--- config.mk ---
export PLATFORM = sky130hd
export DESIGN_NAME = red_pitaya_adc_dec
export DESIGN_NICKNAME = d
export VERILOG_FILES = /design/src/rtl/red_pitaya_adc_dec_pkg.sv /design/src/rtl/red_pitaya_adc_dec.sv
export SDC_FILE = /design/constraint.sdc
export NUM_CORES = 1
export LEC_CHECK = 0
export ABC_AREA = 0
export BUFFER_PORTS_ARGS = -buffer_cell sky130_fd_sc_hd__buf_2
export CAP_MARGIN = 20
export CORE_MARGIN = 4
export CORE_UTILIZATION = 29
export CTS_CLUSTER_DIAMETER = 50
export CTS_CLUSTER_SIZE = 30
export DETAILED_ROUTE_END_ITERATION = 16
export PLACE_DENSITY = 0.44
export SLEW_MARGIN = 10
export SYNTH_ARGS = -nofsm -noshare
export SYNTH_HDL_FRONTEND = slang
export SYNTH_SLANG_ARGS = --single-unit
--- constraint.sdc ---
create_clock -name adc_clk_i -period 6.7 [get_ports adc_clk_i]
set_input_delay 0.67 -clock adc_clk_i [delete_from_list [all_inputs] [get_ports adc_clk_i]]
set_output_delay 0.67 -clock adc_clk_i [all_outputs]
set_load 0.03 [all_outputs]
--- src/rtl/red_pitaya_adc_dec_pkg.sv ---
`default_nettype none
// ============================================================================
// Module   : red_pitaya_adc_dec_pkg
// Purpose  : Shared constants and the decimation-factor decoder used by the
//            fast ADC decimation/averaging stage.
// Revision : 1.0 - initial release
// ============================================================================
package red_pitaya_adc_dec_pkg;

  localparam int DW_DEF   = 14;
  localparam int ACCW_DEF = 31;

  localparam logic [16:0] DEC_1     = 17'd1;
  localparam logic [16:0] DEC_8     = 17'd8;
  localparam logic [16:0] DEC_64    = 17'd64;
  localparam logic [16:0] DEC_1024  = 17'd1024;
  localparam logic [16:0] DEC_8192  = 17'd8192;
  localparam logic [16:0] DEC_65536 = 17'd65536;

  typedef struct packed {
    logic       legal;
    logic [4:0] sh;
  } dec_cfg_t;

  // Illegal factors decode to legal=0 with a zero shift (pass-through).
  function automatic dec_cfg_t dec_log2(input logic [16:0] cfg);
    dec_cfg_t r;
    r.legal = 1'b1;
    r.sh    = 5'd0;
    case (cfg)
      DEC_1:     r.sh = 5'd0;
      DEC_8:     r.sh = 5'd3;
      DEC_64:    r.sh = 5'd6;
      DEC_1024:  r.sh = 5'd10;
      DEC_8192:  r.sh = 5'd13;
      DEC_65536: r.sh = 5'd16;
      default:   r.legal = 1'b0;
    endcase
    return r;
  endfunction

endpackage
`default_nettype wire

--- src/rtl/red_pitaya_adc_dec.sv ---
`default_nettype none
// ============================================================================
// Module   : red_pitaya_adc_dec
// Purpose  : Power-of-two decimator for one ADC channel; emits the window
//            average or the last window sample with a one-cycle strobe.
// Revision : 1.0 - initial release
// ============================================================================
module red_pitaya_adc_dec
  import red_pitaya_adc_dec_pkg::*;
#(
  parameter int DW   = DW_DEF,
  parameter int ACCW = ACCW_DEF
) (
  input  logic            adc_clk_i,
  input  logic            adc_rst_i,
  input  logic [DW-1:0]   adc_dat_i,
  input  logic            dec_en_i,
  input  logic [16:0]     cfg_dec_i,
  input  logic            cfg_avg_i,
  output logic [DW-1:0]   dec_dat_o,
  output logic            dec_vld_o,
  output logic            cfg_err_o
);

  logic [16:0]            r_cnt;
  logic [16:0]            r_n;
  logic [4:0]             r_sh;
  logic                   r_avg;
  logic signed [ACCW-1:0] r_acc;

  dec_cfg_t               w_cfg;
  logic                   w_start;
  logic                   w_end;
  logic [16:0]            w_n;
  logic [4:0]             w_sh;
  logic                   w_avg;
  logic signed [ACCW-1:0] w_smp;
  logic signed [ACCW-1:0] w_acc_nxt;
  logic [DW-1:0]          w_dat_nxt;

  // On a window-start cycle the freshly decoded config already governs that
  // cycle, so a window of N=1 can end on the same cycle it starts.
  always_comb begin
    w_cfg   = dec_log2(cfg_dec_i);
    w_start = (r_cnt == 17'd0);
    w_n     = r_n;
    w_sh    = r_sh;
    w_avg   = r_avg;
    if (w_start) begin
      w_n   = w_cfg.legal ? cfg_dec_i : DEC_1;
      w_sh  = w_cfg.sh;
      w_avg = cfg_avg_i;
    end
    w_end     = (r_cnt == (w_n - 17'd1));
    w_smp     = {{(ACCW-DW){adc_dat_i[DW-1]}}, adc_dat_i};
    w_acc_nxt = w_start ? w_smp : (r_acc + w_smp);
    w_dat_nxt = w_avg ? DW'(w_acc_nxt >>> w_sh) : adc_dat_i;
  end

  always_ff @(posedge adc_clk_i) begin
    if (adc_rst_i) begin
      r_cnt     <= '0;
      r_acc     <= '0;
      r_n       <= DEC_1;
      r_sh      <= 5'd0;
      r_avg     <= 1'b0;
      dec_dat_o <= '0;
      dec_vld_o <= 1'b0;
      cfg_err_o <= 1'b0;
    end else if (!dec_en_i) begin
      r_cnt     <= '0;
      r_acc     <= '0;
      dec_vld_o <= 1'b0;
    end else begin
      if (w_start) begin
        r_n       <= w_n;
        r_sh      <= w_sh;
        r_avg     <= w_avg;
        cfg_err_o <= ~w_cfg.legal;
      end
      r_acc     <= w_acc_nxt;
      r_cnt     <= w_end ? 17'd0 : (r_cnt + 17'd1);
      dec_vld_o <= w_end;
      if (w_end) begin
        dec_dat_o <= w_dat_nxt;
      end
    end
  end

endmodule
`default_nettype wire

Word level (Yosys, flattened, before mapping)

Cells that the tools add are included.

Bits in registers: 87
Output and inout port bits: 16
Word-level logic and storage cells: 35

Add/subtract/negate cells: 3
Eq/ne operators: 7
Shift-type cells: 1
Multiplexer cells: 8
Bitwise operators: 2
Reductions and logical operators: 6

Operators by type and width:

| kind                    | count |
|---|---|
| $mux W17                | 2 |
| $add A31 B14 Y31        | 1 |
| $mux W31                | 1 |
| $sshr A31 B5 Y14        | 1 |
| $pmux W5 S5             | 1 |
| $add A17 B1 Y17 const B | 1 |
| $eq A17 B1 Y1 const B   | 1 |
| $eq A17 B11 Y1 const B  | 1 |
| $eq A17 B14 Y1 const B  | 1 |
| $eq A17 B17 Y1          | 1 |
| $eq A17 B17 Y1 const B  | 1 |
| $eq A17 B4 Y1 const B   | 1 |
| $eq A17 B7 Y1 const B   | 1 |
| $logic_not A17 Y1       | 1 |
| $sub A17 B1 Y17 const B | 1 |
| $mux W14                | 1 |
| $reduce_or A6 Y1        | 1 |
| $mux W5                 | 1 |
| $reduce_and A2 Y1       | 2 |
| $reduce_or A3 Y1        | 1 |
| $mux W1                 | 2 |
| $not A1 Y1              | 2 |
| $reduce_or A2 Y1        | 1 |

Longest topological paths before layout

Depth in word-level cells: 8
Gate-level depth with buffers: 22

Worst setup path after synthesis

OpenSTA, ideal clock, no wires.

Path type: flip-flop to flip-flop
From: reg r_cnt[0]
To: reg dec_dat_o[11]
Data arrival time: 4.525 ns
Path slack: 2.041 ns
Stages on the path, launching flop included: 22
Buffers on the path: 6
Clock period less this slack: 4.659 ns
Cells stage by stage: dfxtp_1 -> clkbuf_1 -> inv_1 -> ha_1 -> nor4b_2 -> nand4_1 -> buf_2 -> clkbuf_1 -> clkbuf_1 -> clkbuf_1 -> nand2_1 -> ha_1 -> xnor2_1 -> xor2_1 -> nor3b_1 -> o31ai_1 -> or4_1 -> nor4b_2 -> nand4_1 -> buf_4 -> nor4_4 -> a211oi_2

Cells in the longest elaborated chain, start to end: 5

RTL lines:

| what                        | RTL line                 | RTL |
|---|---|---|
| start: declaration          | red_pitaya_adc_dec.sv:25 | `logic [16:0] r_cnt;` |
| start signal: assignment    | red_pitaya_adc_dec.sv:82 | `r_cnt <= w_end ? 17'd0 : (r_cnt + 17'd1);` |
| $logic_not A17 Y1           | red_pitaya_adc_dec.sv:45 | `w_start = (r_cnt == 17'd0);` |
| $mux W17                    | red_pitaya_adc_dec.sv:49 | `if (w_start) begin` |
| $sub A17 B1 Y17             | red_pitaya_adc_dec.sv:54 | `w_end = (r_cnt == (w_n - 17'd1));` |
| $eq A17 B17 Y1              | red_pitaya_adc_dec.sv:54 |  |
| $reduce_and A2 Y1 (no line) | -                        |  |
| end signal: assignment      | red_pitaya_adc_dec.sv:85 | `dec_dat_o <= w_dat_nxt;` |
| end: declaration            | red_pitaya_adc_dec.sv:20 | `output logic [DW-1:0] dec_dat_o,` |

Several ways; a longest one is shown, not always the timed one.
A chain may end at the register's enable or synchronous reset.

Worst setup path in the final report

From: in cfg_dec_i[7]
To: reg r_cnt[16]

Cells in the longest elaborated chain, start to end: 8

RTL lines:

| what                                   | RTL line                     | RTL |
|---|---|---|
| start: declaration                     | red_pitaya_adc_dec.sv:18     | `input logic [16:0] cfg_dec_i,` |
| $eq A17 B17 Y1 (tied with other cells) | red_pitaya_adc_dec_pkg.sv:30 | `case (cfg)` |
| $reduce_or A6 Y1 (no line)             | -                            |  |
| $mux W1                                | red_pitaya_adc_dec_pkg.sv:30 |  |
| $mux W17 *                             | red_pitaya_adc_dec.sv:50     | `w_n = w_cfg.legal ? cfg_dec_i : DEC_1;` |
| $mux W17 *                             | red_pitaya_adc_dec.sv:49     |  |
| $sub A17 B1 Y17 *                      | red_pitaya_adc_dec.sv:54     |  |
| $eq A17 B17 Y1 *                       | red_pitaya_adc_dec.sv:54     |  |
| $reduce_or A3 Y1 (no line) *           | -                            |  |

Mark *: on every way between the ends. The rest lies on a longest branch, timed or not.

==> flow_results.xml <==
<?xml version="1.0" encoding="UTF-8"?>
<metrics>
  <group name="clocking">
    <metric name="h-tree-depth" unit="">3</metric>
    <metric name="cts-hold-fix-buffers" unit="">0</metric>
    <metric name="cts.repair.resized" unit="">0</metric>
    <metric name="total_cts_buffers" unit="">9</metric>
    <metric name="clockBufferDepth" unit="">2</metric>
    <metric name="clock-root-buffer" unit="">clkbuf_16</metric>
    <metric name="tritoncts" unit="">yes</metric>
    <metric name="cts.sink_count" unit="">87</metric>
    <metric name="clk_pin_slew_worst_setup_hold_paths" unit="ns">0.07</metric>
    <metric name="clock_insertion_delay_worst_skew" unit="ns">0.37</metric>
    <metric name="post_cts.repair.setup_buffers" unit="">0</metric>
  </group>
  <group name="die">
    <metric name="io_pins" unit="">51</metric>
    <metric name="floorplan.initialDensity" unit="%">29.5</metric>
    <metric name="design.core.area" unit="sq mm">0.0297</metric>
    <metric name="die_w" unit="um">182</metric>
    <metric name="std_cell_rows" unit="">63</metric>
    <metric name="dieHeight" unit="um">182</metric>
    <metric name="die_area" unit="sq mm">0.0331</metric>
  </group>
  <group name="synthesis">
    <metric name="post_synth.cell_area_avg" unit="sq um">7.03</metric>
    <metric name="synthDistinctLibCells" unit="">90</metric>
    <metric name="synth_flop_cell" unit="">dfxtp_1</metric>
    <metric name="mappedNetlistArea" unit="sq mm">0.00878</metric>
    <metric name="synth_edf_count" unit="">0</metric>
    <metric name="synth_async_sr_flop_share" unit="%">0</metric>
    <metric name="synth.ff_latch_count" unit="">87</metric>
    <metric name="postSynthNetCount" unit="">1317</metric>
    <metric name="ys_seq_area_share" unit="%">19.8</metric>
    <metric name="postSynthCellCount" unit="">1248</metric>
    <metric name="synth-warning-count" unit="">0</metric>
  </group>
  <group name="setup_path">
    <metric name="end_kind" unit="">register</metric>
    <metric name="crit_path_max_fanout" unit="">17</metric>
    <metric name="worstPathCellList" unit="">buf_2, nor4_4, nand3_1, nor4_4, or2_1, a31oi_2, inv_2, ha_1, inv_1, a311oi_1, o21ai_1, o22ai_1, inv_1, a2111oi_0, o2111a_1, a21o_1, nor2_1</metric>
    <metric name="timing.critical_path.from_type" unit="">input pin</metric>
    <metric name="worst-endpoint-arrival" unit="ns">5.06</metric>
    <metric name="worst_ep_required_time" unit="ns">6.93</metric>
    <metric name="critical_path.slowest_cell" unit="">a21o_1</metric>
    <metric name="critical_path_class" unit="">input pin to register</metric>
    <metric name="critical-path-max-stage-delay" unit="ns">0.53</metric>
  </group>
  <group name="cells_and_area">
    <metric name="final_cell_mix" unit="">144 x nand2_1, 144 x nor2_1, 122 x a21oi_1, 87 x dfxtp_1, 50 x buf_2</metric>
    <metric name="post-route-util" unit="%">32.2</metric>
    <metric name="final_nets" unit="">1306</metric>
    <metric name="post_route_cells_drive_above_1_share" unit="%">10.2</metric>
    <metric name="area_growth" unit="%">9.04</metric>
    <metric name="stdcell_area" unit="sq mm">0.00957</metric>
  </group>
  <group name="run">
    <metric name="drv_cap" unit="">0</metric>
  </group>
  <group name="sta">
    <metric name="transition_at_the_pin_with_the_smallest_max_transition_slack" unit="ns">0.914</metric>
    <metric name="final_max_slew_viol_count" unit="">0</metric>
    <metric name="maxSlewHeadroom" unit="%">38.9</metric>
    <metric name="fin_tns_setup" unit="ns">0</metric>
    <metric name="fin_crit" unit="ns">4.83</metric>
    <metric name="maxClockFrequency" unit="GHz">0.207</metric>
    <metric name="setup_violations" unit="">0</metric>
    <metric name="final_hold_viol_count" unit="">0</metric>
    <metric name="grt_setup_unrepaired" unit="">no</metric>
    <metric name="final_min_period_over_clock_period" unit="%">72.0</metric>
    <metric name="fin_skew" unit="ns">0.0101</metric>
  </group>
  <group name="route">
    <metric name="detail_route.drc_violations" unit="">0</metric>
    <metric name="route.antenna.remaining_nets" unit="">0</metric>
    <metric name="drt_wl_total" unit="um">34300</metric>
    <metric name="wire_per_inst" unit="um">21.0</metric>
    <metric name="drt_first_pass_iters" unit="">6</metric>
    <metric name="detailroute.via_count" unit="">9451</metric>
    <metric name="detail_route.iter0.violations" unit="">785</metric>
    <metric name="via_per_inst" unit="">5.79</metric>
  </group>
  <group name="place">
    <metric name="detailedPlacementHpwl" unit="um">25800</metric>
    <metric name="placement.cell_area" unit="sq mm">0.00927</metric>
    <metric name="finalWeightedCongestion" unit="">0.899</metric>
    <metric name="buffer_ports.inserted" unit="">50</metric>
  </group>
  <group name="power_and_ir_drop">
    <metric name="irDropWorstVdd" unit="uV">132</metric>
    <metric name="power_density" unit="mW/mm^2">220</metric>
    <metric name="cellLeakagePower" unit="nW">3.61</metric>
  </group>
  <group name="global_routing">
    <metric name="grt_antenna_before_repair" unit="">3</metric>
    <metric name="pin_count_of_the_biggest_net_entering_global_routing" unit="">52</metric>
    <metric name="grt_pass1_wl" unit="um">53400</metric>
    <metric name="via_count_of_the_first_global_routing_pass" unit="">9081</metric>
    <metric name="gr-total-overflow" unit="">0</metric>
    <metric name="grt.total_usage" unit="%">20.3</metric>
  </group>
  <group name="status">
    <metric name="outcome" unit="">complete, no violations</metric>
  </group>
  <group name="worst_hold_path">
    <metric name="hp-class" unit="">register to register</metric>
  </group>
</metrics>
-- final cells by class --
cell class	count	area, sq um
inverters	29	109
flip-flops and latches	87	1740
fillers	3292	20100
repair buffers	71	408
clock buffers	9	225
diodes	1	2.50
multi-input cells	1039	6520
well taps	390	488
clock inverters	6	75.1
-- per-stage QoR --
stage | total power [mW] | std cells | setup slack, ns | hold WS, ns
after CTS | 2.11 | 1631 | 1.81 | 0.457
after global placement | 1.56 | 1616 | 1.44 | 0.438
after detailed placement | 1.55 | 1616 | 1.44 | 0.447
final | 2.10 | 1632 | 1.87 | 0.458
after floorplan | 1.27 | 1248 | 2.04 | 0.432
after global routing | 2.23 | 1632 | 1.54 | 0.471
-- Yosys cell counts (all sizes together) (12+ instances only) --
| library cell | count | area [sq um] |
|---|---|---|
| buf | 36 | 193 |
| nand3 | 44 | 225 |
| o211ai | 22 | 165 |
| mux2i | 27 | 270 |
| or3 | 18 | 113 |
| nor3 | 45 | 230 |
| and2 | 24 | 150 |
| ha | 33 | 413 |
| a211oi | 32 | 260 |
| a21o | 12 | 90.1 |
| dfxtp | 87 | 1740 |
| nand2b | 17 | 106 |
| a31oi | 15 | 100 |
| xor2 | 24 | 210 |
| inv | 29 | 109 |
| nor2 | 145 | 552 |
| nand2 | 144 | 541 |
| nor4 | 16 | 166 |
| xnor2 | 26 | 228 |
| a21oi | 123 | 616 |
| and3 | 19 | 119 |
| clkbuf | 57 | 218 |
| o21ai | 57 | 285 |
| nand4 | 23 | 150 |
-- routing by layer --
layer | up-vias | wire, um | GRT usage, %
met5 | - | 12 | 0
met4 | 2 | 1170 | 7.15
met3 | 57 | 1650 | 3.13
met2 | 285 | 15600 | 33.0
met1 | 4512 | 15800 | 27.2
li1 | 4595 | - | -
-- power breakdown --
group	switching (mW)	leakage [nW]	internal (mW)
combinational	0.653	2.76	0.311
clock	0.256	0.145	0.294
sequential	0.0260	0.710	0.563
-- critical path, delay by kind of cell --
| kind | cells | cell delay [ns] |
|---|---|---|
| AND/OR/NAND/NOR | 5 | 1.35 |
| adder cells (fa/ha/maj) | 1 | 0.25 |
| buffers and inverters | 4 | 0.34 |
| AO/OA/AOI/OAI | 7 | 2.43 |
-- flip-flops by register name, summed over array words and instances, names as in the netlist --
signal     flops
r_acc         31
r_n           17
dec_dat_o     14
r_cnt         17
cfg_err_o      1
dec_vld_o      1
r_sh           5
r_avg          1
-- worst paths after layout --
kind                start         to  slack, ns  depth (start not counted)
max          cfg_dec_i[7]  r_cnt[16]       1.87                         17
min               r_sh[4]    r_sh[4]       0.46                          2
max reg2reg      r_cnt[0]  r_cnt[16]       2.08                         14
min reg2reg       r_sh[4]    r_sh[4]       0.46                          2
-- logic make-up after synthesis --
family / synth area share [%]
compound gates: 29.4
xor+xnor: 4.99
fa+ha+maj: 4.93
buf+inv: 5.91
flops: 19.8
mux: 3.85
simple gates: 31.1
(Power assumes the default switching activity.)
